### config.mk
export PLATFORM = sky130hd
export DESIGN_NAME = uart_tx_feeder
export DESIGN_NICKNAME = d
export VERILOG_FILES = /design/src/rtl/uart_pkg.sv /design/src/rtl/sync_fifo.sv /design/src/rtl/uart_tx_feeder.sv
export SDC_FILE = /design/constraint.sdc
export NUM_CORES = 1
export LEC_CHECK = 0
export ABC_CLOCK_PERIOD_IN_PS = 3700
export CORE_MARGIN = 5
export CORE_UTILIZATION = 60
export CTS_CLUSTER_DIAMETER = 40
export DETAILED_ROUTE_END_ITERATION = 12
export PLACE_DENSITY = 0.79
export SYNTH_ARGS = -nofsm -noshare
export SYNTH_HDL_FRONTEND = slang
export SYNTH_SLANG_ARGS = --single-unit
### constraint.sdc
create_clock -name Clk -period 3.7 [get_ports Clk]
set_input_delay 1.11 -clock Clk [delete_from_list [all_inputs] [get_ports Clk]]
set_output_delay 1.11 -clock Clk [all_outputs]
set_load 0.01 [all_outputs]
### src/rtl/uart_pkg.sv
// Shared definitions for the UART transmit path: byte width and the
// launch FSM state encoding used by uart_tx_feeder.
package uart_pkg;

  localparam int BYTE_W = 8;

  typedef enum logic [1:0] {
    ST_IDLE      = 2'd0,
    ST_WAIT_DONE = 2'd1,
    ST_GUARD     = 2'd2
  } tx_state_e;

endpackage

### src/rtl/sync_fifo.sv
// Single-clock circular FIFO with registered full/empty/count flags.
// The head entry is presented combinationally on rd_data.
module sync_fifo #(
  parameter int DEPTH = 16,
  parameter int WIDTH = 8,
  localparam int AW = $clog2(DEPTH),
  localparam int CW = AW + 1
) (
  input  logic             clk,
  input  logic             rst,
  input  logic             wr_en,
  input  logic [WIDTH-1:0] wr_data,
  input  logic             rd_en,
  output logic [WIDTH-1:0] rd_data,
  output logic             full,
  output logic             empty,
  output logic [CW-1:0]    count
);

  localparam logic [AW-1:0] PTR_INC = AW'(1);
  localparam logic [CW-1:0] CNT_INC = CW'(1);
  localparam logic [CW-1:0] CNT_MAX = CW'(DEPTH);

  logic [WIDTH-1:0] r_mem [DEPTH];
  logic [AW-1:0]    r_wr_ptr;
  logic [AW-1:0]    r_rd_ptr;
  logic [CW-1:0]    r_count;
  logic             r_full;
  logic             r_empty;

  logic             w_wr_ok;
  logic             w_rd_ok;
  logic [CW-1:0]    w_count_nxt;

  // Acceptance uses only the registered flags, never the same-cycle opposite operation.
  assign w_wr_ok = wr_en & ~r_full;
  assign w_rd_ok = rd_en & ~r_empty;

  always_comb begin
    w_count_nxt = r_count;
    case ({w_wr_ok, w_rd_ok})
      2'b10:   w_count_nxt = r_count + CNT_INC;
      2'b01:   w_count_nxt = r_count - CNT_INC;
      default: w_count_nxt = r_count;
    endcase
  end

  always_ff @(posedge clk) begin
    if (rst) begin
      r_wr_ptr <= '0;
      r_rd_ptr <= '0;
      r_count  <= '0;
      r_full   <= 1'b0;
      r_empty  <= 1'b1;
    end else begin
      if (w_wr_ok) r_wr_ptr <= r_wr_ptr + PTR_INC;
      if (w_rd_ok) r_rd_ptr <= r_rd_ptr + PTR_INC;
      r_count <= w_count_nxt;
      r_full  <= (w_count_nxt == CNT_MAX);
      r_empty <= (w_count_nxt == '0);
    end
  end

  always_ff @(posedge clk) begin
    if (w_wr_ok) r_mem[r_wr_ptr] <= wr_data;
  end

  assign rd_data = r_mem[r_rd_ptr];
  assign full    = r_full;
  assign empty   = r_empty;
  assign count   = r_count;

endmodule

### src/rtl/uart_tx_feeder.sv
// Byte FIFO plus launch FSM feeding uart_tx one byte per frame through the
// Tx_Start / Tx_Active / Tx_Done handshake.
module uart_tx_feeder
  import uart_pkg::*;
#(
  parameter int DEPTH = 16,
  localparam int CNT_W = $clog2(DEPTH) + 1
) (
  input  logic              Clk,
  input  logic              Rst,
  input  logic              Wr_En,
  input  logic [BYTE_W-1:0] Wr_Data,
  output logic              Full,
  output logic              Empty,
  output logic [CNT_W-1:0]  Count,
  output logic              Overflow,
  output logic              Tx_Start,
  output logic [BYTE_W-1:0] Tx_Byte,
  input  logic              Tx_Active,
  input  logic              Tx_Done
);

  tx_state_e         r_state;
  tx_state_e         w_state_nxt;
  logic              w_pop;
  logic [BYTE_W-1:0] w_head;
  logic              w_full;
  logic              w_empty;
  logic [CNT_W-1:0]  w_count;

  logic              r_tx_start;
  logic [BYTE_W-1:0] r_tx_byte;
  logic              r_overflow;

  sync_fifo #(
    .DEPTH (DEPTH),
    .WIDTH (BYTE_W)
  ) u_fifo (
    .clk     (Clk),
    .rst     (Rst),
    .wr_en   (Wr_En),
    .wr_data (Wr_Data),
    .rd_en   (w_pop),
    .rd_data (w_head),
    .full    (w_full),
    .empty   (w_empty),
    .count   (w_count)
  );

  // Reset lands in GUARD: uart_tx may still be mid-frame and is not reset here.
  always_ff @(posedge Clk) begin
    if (Rst) r_state <= ST_GUARD;
    else     r_state <= w_state_nxt;
  end

  always_comb begin
    w_state_nxt = r_state;
    w_pop       = 1'b0;
    case (r_state)
      ST_IDLE: begin
        if (!w_empty) begin
          w_pop       = 1'b1;
          w_state_nxt = ST_WAIT_DONE;
        end else begin
          w_state_nxt = ST_IDLE;
        end
      end
      ST_WAIT_DONE: begin
        if (Tx_Done) w_state_nxt = ST_GUARD;
        else         w_state_nxt = ST_WAIT_DONE;
      end
      ST_GUARD: begin
        if (!Tx_Active && !Tx_Done) w_state_nxt = ST_IDLE;
        else                        w_state_nxt = ST_GUARD;
      end
      default: w_state_nxt = ST_GUARD;
    endcase
  end

  // Launch pulse and byte are registered from the pop decision.
  always_ff @(posedge Clk) begin
    if (Rst) begin
      r_tx_start <= 1'b0;
      r_tx_byte  <= 8'h00;
      r_overflow <= 1'b0;
    end else begin
      r_tx_start <= w_pop;
      if (w_pop) r_tx_byte <= w_head;
      r_overflow <= Wr_En & w_full;
    end
  end

  assign Full     = w_full;
  assign Empty    = w_empty;
  assign Count    = w_count;
  assign Overflow = r_overflow;
  assign Tx_Start = r_tx_start;
  assign Tx_Byte  = r_tx_byte;

endmodule

==> results.toml, run 1 <==
[clock_tree]
cts_buffers = 17
htreeDepth = 4
post_cts_buffers = 0
ctsLongestPathBuffers = 2
clkSinkCount = 155
worstSkewPairLatency_ns = 0.53
hold_buffers = 0
clk_pin_slew_ns = 0.08
cts_root_buffer = "clkbuf_8"
cts_resized = 0
cts_tree = "yes"

[yosys]
synth_cell_types = 42
async_flop_share_pct = 0
synth.avg_cell_area_um2 = 17.6
yosys_warnings = 0
ys_seq_area_share_pct = 69.7
synthFlopType = "edfxtp_1"
syn_area_mm2 = 0.00629
synth_edf_count = 128
synth_seq_cells = 155
netlist_instances = 358
synth_nets = 378

[detailed_routing]
drt_iter0_drc = 423
firstDrtPassIters = 5
post-route-drc-count = 0
postRouteAntennaNets = 0
vias = 3495
viasPerCell = 6.30
wl_per_cell_um = 23.4
wl_um = 13000

[floorplanning]
rows = 37
ioPinCount = 30
die_w_um = 112
start_util_pct = 61.2
dieArea_mm2 = 0.0126
die_height_um = 112
core_mm2 = 0.0103

[final_layout]
num_antenna_cells = 0
area_delta_synth_final_pct = 17.9
final_net_count = 426
drive_gt1_share_pct = 18.9
layout_common_cells = "128 x edfxtp_1, 30 x nand2_1, 29 x clkdlybuf4s50_1"
final_common_cell = "edfxtp_1"

[power_and_ir_drop]
p_per_area_mw_per_mm2 = 542
p_leak_nw = 2.46
ir_drop_mv = 0.304

[sta]
fin_tns_setup_ns = 0
finalMaxSlewViolations = 0
slew_headroom_pct = 57.4
max_clock_freq_ghz = 0.331
finalCriticalPeriod_ns = 3.03
tightest_slew_ns = 0.637
rsz0062_at_grt = "false"
finalSetupViolations = 0
hold_ws_ns = 0.455
finalHoldViolations = 0
period_share_pct = 81.8
clock_skew_ns = 0.0111

[global_route]
grt_pass1_vias = 3488
grt_pass1_wl_um = 20400
antenna_found_initial = 0
grt_usage_pct = 22.0
overflow = 0
grt_max_degree = 36

[worst_setup_path]
worstPathArrival_ns = 3.46
path_delay_family = "buffers and inverters"
critical_path.max_stage_delay_ns = 0.46
crit_chain = "clkdlybuf4s50_1 > nor2b_1 > inv_1 > ha_1 > nor3b_1 > a41oi_1 > o22ai_1 > mux2i_1 > inv_1 > a221oi_1"
start_kind = "input port"
critPathBufInv = 3
cpMostUsedCell = "inv_1"
end_kind = "register"
path_max_fanout = 7
path_class = "in2reg"
crit_required_ns = 4.14
critPathSlowestCell = "clkdlybuf4s50_1"

[place]
port_buffers = 29
dp_hpwl_um = 7810
place_congestion = 0.879

[worst_hold_path]
hold_path_class = "reg2reg"

[job]
drv_cap = 0

[run_status]
status = "complete, no violations"
-- cell families after synthesis --
logic type | share of synthesized area, %
flip-flops | 69.7
AND/OR/NAND/NOR | 6.36
multiplexers | 15.9
AO/OA/AOI/OAI | 3.02
buffers and inverters | 2.55
XOR/XNOR | 1.11
adder cells (fa/ha/maj) | 1.39
-- path summary, 6_finish.rpt --
check | start | slack [ns] | endpoint | cells past startpoint
setup / recovery | Wr_En | 0.67 | u_fifo.empty$_SDFF_PP1_ | 10
hold / removal | Tx_Byte[0]$_SDFFE_PP0P_ | 0.46 | Tx_Byte[0]$_SDFFE_PP0P_ | 2
setup reg to reg | r_state[0]$_SDFF_PP0_ | 0.84 | u_fifo.empty$_SDFF_PP1_ | 9
hold reg to reg | Tx_Byte[0]$_SDFFE_PP0P_ | 0.46 | Tx_Byte[0]$_SDFFE_PP0P_ | 2
-- sequential cells by signal, indices dropped and copies added, names as in the netlist --
register,flops
u_fifo.r_wr_ptr,4
u_fifo.r_rd_ptr,4
u_fifo.r_mem,128
r_state,2
u_fifo.count,5
Tx_Byte,8
Tx_Start,1
Overflow,1
u_fifo.full,1
u_fifo.empty,1
-- worst min-delay path: stages, from the launching register on --
cell	delay, ns
dfxtp_1	0.31
nand2_1	0.05
a21oi_1	0.05
-- final cells by class --
class	count	area (µm²)
multi-input combinational	174	1750
fill	643	2860
timing repair buffer	51	455
tap	136	170
clock inverter	15	216
inverter	7	26.3
clock buffer	17	414
sequential	155	4390
-- power breakdown --
part           leakage (nW)  total (mW)  internal, mW  switching [mW]
clock network         0.300        1.74         0.900           0.845
logic                 0.780       0.318         0.151           0.167
registers              1.38        1.96          1.93          0.0294
-- through the flow --
stage / setup slack [ns] / utilization, % / total power, mW / cell area (µm²) / cells
2_1_floorplan: 0.684 / - / 2.19 / 6290 / 358
3_3_place_gp: 0.325 / 66.0 / 2.29 / 6780 / 523
3_5_place_dp: 0.201 / 66.0 / 2.30 / 6780 / 523
4_1_cts: 0.753 / 72.1 / 4.05 / 7410 / 555
5_1_grt: 0.506 / 72.1 / 4.18 / 7410 / 555
6_report: 0.674 / 72.1 / 4.02 / 7410 / 555
-- layer usage --
metal,track usage (%),vias to the layer above,share of wire (%)
li1,-,1518,-
met3,5.93,26,6.6
met1,28.2,1776,40
met2,36.5,175,51
met5,0,-,0
met4,8.25,0,2.3
-- synth_stat cells (2+ instances only) --
library cell  number  area, µm²
o31ai_1            3       22.5
and3_1             3       18.8
nor2_1            25       93.8
nand2b_1           4       25.0
mux4_2            22        495
nor3b_1            3       22.5
edfxtp_1         128       3840
ha_1               7       87.6
or3_1              2       12.5
buf_2              3       15.0
xnor2_1            3       26.3
nand4_1            4       25.0
xor2_1             5       43.8
buf_6              2       22.5
buf_12             2       40.0
a21oi_1           13       65.1
clkbuf_1          13       48.8
buf_1              2       7.51
o21ai_0            2       10.0
nand2_1           30        113
mux2i_1            3       30.0
mux4_1            18        473
nor2b_1            4       25.0
nor3_1             7       35.0
a41oi_1            2       17.5
dfxtp_1           27        541
inv_1              6       22.5
No activity file was read; power rests on OpenSTA's default activity.
==> run 2, diff against run 1 <==
--- a/config.mk
+++ b/config.mk
@@ -5,7 +5,7 @@
 export SDC_FILE = /design/constraint.sdc
 export NUM_CORES = 1
 export LEC_CHECK = 0
-export ABC_CLOCK_PERIOD_IN_PS = 3700
+export ABC_CLOCK_PERIOD_IN_PS = 2900
 export CORE_MARGIN = 5
 export CORE_UTILIZATION = 60
 export CTS_CLUSTER_DIAMETER = 40
==> constraint.sdc (replaced) <==
create_clock -name Clk -period 2.9 [get_ports Clk]
set_input_delay 0.87 -clock Clk [delete_from_list [all_inputs] [get_ports Clk]]
set_output_delay 0.87 -clock Clk [all_outputs]
set_load 0.01 [all_outputs]
==> run 2 against run 1 <==
Against the previous run:
- sequential power grew 28%
- clock-buffer cell count is the same
- non-clock buffer count grew 3
- critical path depth is the same
- highest routed layer unchanged
- die area is the same
==> results.toml, run 2 (synthesis results as in run 1) <==
[sta]
clock_skew_ns = 0.0106
max_clock_freq_ghz = 0.367
period_share_pct = 93.9
finalHoldViolations = 0
finalCriticalPeriod_ns = 2.72
slew_headroom_pct = 55.8
tightest_slew_ns = 0.663
hold_ws_ns = 0.455
finalMaxSlewViolations = 0
finalSetupViolations = 0
rsz0062_at_grt = "false"

[detailed_routing]
wl_per_cell_um = 21.4
drt_iter0_drc = 348
viasPerCell = 6.04
wl_um = 11900
post-route-drc-count = 0
postRouteAntennaNets = 0
vias = 3372
firstDrtPassIters = 4

[final_layout]
drive_gt1_share_pct = 19.4
final_net_count = 429
final_common_cell = "edfxtp_1"
fin_util_pct = 72.0
layout_common_cells = "128 x edfxtp_1, 30 x nand2_1, 29 x clkdlybuf4s50_1"
num_antenna_cells = 0
area_delta_synth_final_pct = 17.5
largest_reg_flops = 128
final_cell_area_mm2 = 0.00739
top_register = "u_fifo.r_mem"

[worst_setup_path]
worstPathArrival_ns = 3.14
crit_required_ns = 3.32
end_kind = "register"
start_kind = "input port"
path_max_fanout = 4
path_class = "in2reg"

[global_route]
grt_max_degree = 36
antenna_found_initial = 0
overflow = 0
grt_usage_pct = 20.1
grt_pass1_wl_um = 19000
grt_pass1_vias = 3443

[job]
drv_cap = 0

[place]
place_congestion = 0.850
placed_cell_area_mm2 = 0.00683
dp_hpwl_um = 7720
port_buffers = 29

[floorplanning]
rows = 37
core_mm2 = 0.0103
ioPinCount = 30
die_w_um = 112
start_util_pct = 61.2
die_height_um = 112
dieArea_mm2 = 0.0126

[clock_tree]
post_cts_buffers = 0
ctsLongestPathBuffers = 2
clk_pin_slew_ns = 0.07
htreeDepth = 4
cts_root_buffer = "clkbuf_8"
worstSkewPairLatency_ns = 0.52
clkSinkCount = 155
hold_buffers = 0
cts_resized = 0
cts_buffers = 17
cts_tree = "yes"

[run_status]
status = "complete, no violations"

[power_and_ir_drop]
p_leak_nw = 2.46
p_per_area_mw_per_mm2 = 674
ir_drop_mv = 0.420

[worst_hold_path]
hold_path_class = "reg2reg"
==> run 2: changes by cell type in the layout (fill, tap and decap cells not counted) <==
| cell | previous run | this run |
|---|---|---|
| buf_12 | 0 | 2 |
| buf_4 | 22 | 23 |
| clkinv_2 | 0 | 2 |
| clkinv_4 | 0 | 1 |
| clkinv_8 | 10 | 2 |
| inv_12 | 1 | 0 |
| inv_6 | 3 | 6 |
| inv_8 | 1 | 4 |
==> run 2: worst paths after layout <==
kind	startpoint	to	slack [ns]	cells past startpoint
worst max-delay path	Wr_En	u_fifo.empty$_SDFF_PP1_	0.18	10
worst min-delay path	Tx_Byte[2]$_SDFFE_PP0P_	Tx_Byte[2]$_SDFFE_PP0P_	0.46	2
worst max register to register	u_fifo.empty$_SDFF_PP1_	u_fifo.empty$_SDFF_PP1_	0.40	9
worst min register to register	Tx_Byte[2]$_SDFFE_PP0P_	Tx_Byte[2]$_SDFFE_PP0P_	0.46	2
==> run 2: area by class of cell <==
class | count | area, µm²
Multi-Input combinational cell | 174 | 1750
Clock inverter | 15 | 149
Inverter | 7 | 26.3
Sequential cell | 155 | 4390
Timing Repair Buffer | 54 | 503
Tap cell | 136 | 170
Fill cell | 661 | 2880
Clock buffer | 17 | 414
==> run 2: where the power goes <==
part	leakage, nW	internal, mW	switching (mW)
clock network	0.281	1.10	0.965
logic	0.801	0.204	0.205
registers	1.38	2.46	0.0471
==> run 2: worst max-delay path: stages <==
cell and delay (ns):
clkdlybuf4s50_1 0.47, nor2b_1 0.25, nor2_2 0.08, xor2_1 0.15, ha_1 0.25, a21o_1 0.18
and3_1 0.21, o31ai_1 0.25, o31ai_1 0.13, a221oi_1 0.30
==> run 2: layer usage <==
metal | share of wire [%] | wire [µm] | track usage, % | vias to the layer above
li1 | - | - | - | 1523
met1 | 40 | 4810 | 26.5 | 1710
met2 | 52 | 6260 | 33.5 | 122
met3 | 5.9 | 708 | 5.12 | 17
met4 | 1.4 | 170 | 6.17 | 0
met5 | 0 | 0 | 0 | -
==> run 2: through the flow <==
stage | power [mW] | std cells | worst slack, ns | TNS [ns]
detailed placement | 2.96 | 526 | -0.300 | -0.769
global route | 5.17 | 558 | 0.0665 | 0
finish | 4.98 | 558 | 0.178 | 0
CTS | 5.02 | 558 | 0.226 | 0
global placement | 2.93 | 526 | -0.183 | -0.335
floorplan | 2.80 | 358 | 0.124 | 0
==> run 3, diff against run 2 <==
--- a/config.mk
+++ b/config.mk
@@ -7,10 +7,10 @@
 export LEC_CHECK = 0
 export ABC_CLOCK_PERIOD_IN_PS = 2900
 export CORE_MARGIN = 5
-export CORE_UTILIZATION = 60
+export CORE_UTILIZATION = 35
 export CTS_CLUSTER_DIAMETER = 40
 export DETAILED_ROUTE_END_ITERATION = 12
-export PLACE_DENSITY = 0.79
+export PLACE_DENSITY = 0.49
 export SYNTH_ARGS = -nofsm -noshare
 export SYNTH_HDL_FRONTEND = slang
 export SYNTH_SLANG_ARGS = --single-unit
==> run 3 against run 2 <==
Against the previous run:
- design area grew 1.9%
- power shrank 0.76%
- flip-flop and latch count is the same
- first-iteration DRC count shrank 44%
- utilization shrank 30 points
- fmax grew 0.63%
- combinational power grew 6.4%
- setup slack gained 0.017 ns
- clock-buffer cell count is the same
- die area grew 64%
- register-to-register slack is essentially flat
- critical endpoint unchanged
- largest cell class unchanged
==> results.toml, run 3 (synthesis results as in run 1) <==
[worst_setup_path]
cpMostUsedCell = "inv_1"
critPathLaunch = "Wr_En"
end_kind = "register"
start_kind = "input port"
worstPathArrival_ns = 3.03
cp.depth = 9
r2r_end = "u_fifo.empty$_SDFF_PP1_"
path_max_fanout = 4
reg2reg_depth = 10
path_class = "in2reg"
cp-endpoint = "u_fifo.empty$_SDFF_PP1_"
crit_chain = "clkdlybuf4s50_1 > nor2b_2 > inv_1 > ha_1 > or3_1 > o22ai_1 > mux2i_1 > inv_1 > a221oi_1"
r2r_slack_ns = 0.41
crit_required_ns = 3.23
critical_path.max_stage_delay_ns = 0.46
path_delay_family = "buffers and inverters"
critPathBufInv = 3
critPathSlowestCell = "clkdlybuf4s50_1"
r2r_start = "u_fifo.empty$_SDFF_PP1_"

[final_layout]
final_net_count = 439
num_antenna_cells = 0
area_delta_synth_final_pct = 19.8
final_common_cell = "edfxtp_1"
top_register = "u_fifo.r_mem"
final_cell_area_mm2 = 0.00754
largest_reg_flops = 128
layout_common_cells = "128 x edfxtp_1, 35 x buf_4, 30 x nand2_1"
drive_gt1_share_pct = 21.3

[place]
placed_cell_area_mm2 = 0.00700
place_congestion = 0.742
port_buffers = 29
dp_hpwl_um = 8480

[detailed_routing]
viasPerCell = 4.87
wl_met1_um = 5730
post-route-drc-count = 0
met2_length_um = 5720
firstDrtPassIters = 4
drt_iter0_drc = 195
wl_met3_um = 421
postRouteAntennaNets = 0
highest_layer = "met4"
vias = 3222
wl_per_cell_um = 18.1
wl_um = 12000

[job]
drv_cap = 0

[floorplanning]
die_w_um = 144
ioPinCount = 30
core_mm2 = 0.0178
rows = 49
start_util_pct = 35.3
die_height_um = 144
dieArea_mm2 = 0.0208

[power_and_ir_drop]
combPwrFrac_pct = 8.8
clockPowerShare_pct = 40.6
p_seq_share_pct = 50.6
p_int_mw = 3.79
ir_drop_mv = 0.634
p_per_area_mw_per_mm2 = 656
switchingPower_mw = 1.15
sw_frac_of_total_pct = 23.3
p_leak_nw = 2.50
total_power_mw = 4.94

[clock_tree]
cts_root_buffer = "clkbuf_16"
ctsLongestPathBuffers = 2
clkSinkCount = 155
worstSkewPairLatency_ns = 0.42
hold_buffers = 0
clk_pin_slew_ns = 0.06
cts_tree = "yes"
cts_buffers = 17
htreeDepth = 4

[global_route]
grt_pass1_wl_um = 19000
antenna_found_initial = 0
overflow = 0
grt_pass1_vias = 3298
grt_max_degree = 36
grt_usage_pct = 12.5

[sta]
hold_ws_ns = 0.456
tightest_slew_ns = 0.635
finalCriticalPeriod_ns = 2.71
finalHoldViolations = 0
finalMaxSlewViolations = 0
clock_skew_ns = 0.0103
rsz0062_at_grt = "false"
slew_headroom_pct = 57.6
max_clock_freq_ghz = 0.370
period_share_pct = 93.3
finalSetupViolations = 0

[run_status]
status = "complete, no violations"

[worst_hold_path]
hold_path_class = "reg2reg"
run 3: cell count changes in the layout (fill, tap and decap cells not counted), sizes merged:
| cell | delta |
|---|---|
| clkinv | +3 |
| inv | -3 |
| buf | +10 |
run 3: what timing repair did:
| item | in CTS | in global routing |
|---|---|---|
| resized for setup | 0 | 1 |
| setup endpoints to repair | 0 | 2 |
| buffers inserted | 0 | 0 |
run 3: worst reg2reg max path: stages (launching register included):
cell	delay (ns)
dfxtp_1	0.34
or3_4	0.48
nor2_2	0.17
xor2_1	0.18
ha_1	0.21
buf_4	0.13
a41oi_1	0.10
o22ai_1	0.26
mux2i_1	0.27
inv_1	0.08
a221oi_1	0.19
run 3: routing by layer:
| metal | vias up | global-route usage, % |
|---|---|---|
| li1 | 1542 | - |
| met2 | 58 | 19.8 |
| met5 | - | 0 |
| met1 | 1614 | 16.6 |
| met4 | 0 | 3.57 |
| met3 | 8 | 4.27 |
run 3: worst min-delay path by stage:
stage / cells after the start / to / startpoint
after floorplan: 2 / Tx_Byte[0]$_SDFFE_PP0P_ / Tx_Byte[0]$_SDFFE_PP0P_
after global placement: 2 / Tx_Byte[3]$_SDFFE_PP0P_ / Tx_Byte[3]$_SDFFE_PP0P_
after detailed placement: 2 / Tx_Byte[6]$_SDFFE_PP0P_ / Tx_Byte[6]$_SDFFE_PP0P_
after CTS: 2 / Tx_Byte[6]$_SDFFE_PP0P_ / Tx_Byte[6]$_SDFFE_PP0P_
after global routing: 2 / Tx_Byte[2]$_SDFFE_PP0P_ / Tx_Byte[2]$_SDFFE_PP0P_
final: 2 / Tx_Byte[6]$_SDFFE_PP0P_ / Tx_Byte[6]$_SDFFE_PP0P_
run 3: final cells by class:
class,count,area (µm²)
inverters,7,26.3
repair buffers,64,553
well taps,229,287
clock buffers,17,425
fillers,1602,10300
multi-input cells,174,1750
clock inverters,15,113
flip-flops and latches,155,4390
run 3: through the flow:
stage                     TNS [ns]  utilization [%]  instances  setup slack (ns)
after floorplan                  0                -        358             0.124
after global placement      -0.472             39.2        629            -0.213
after detailed placement    -0.716             39.2        629            -0.302
after CTS                        0             42.2        661             0.127
after global routing             0             42.3        661            0.0167
final                            0             42.3        661             0.195
run 3: power groups by stage:
stage,combinational [mW],clock (mW),sequential [mW]
final,0.435,2.01,2.50
after global routing,0.478,2.18,2.51
after CTS,0.442,2.07,2.50
after detailed placement,0.440,0,2.55
after global placement,0.433,0,2.55
after floorplan,0.263,0,2.54
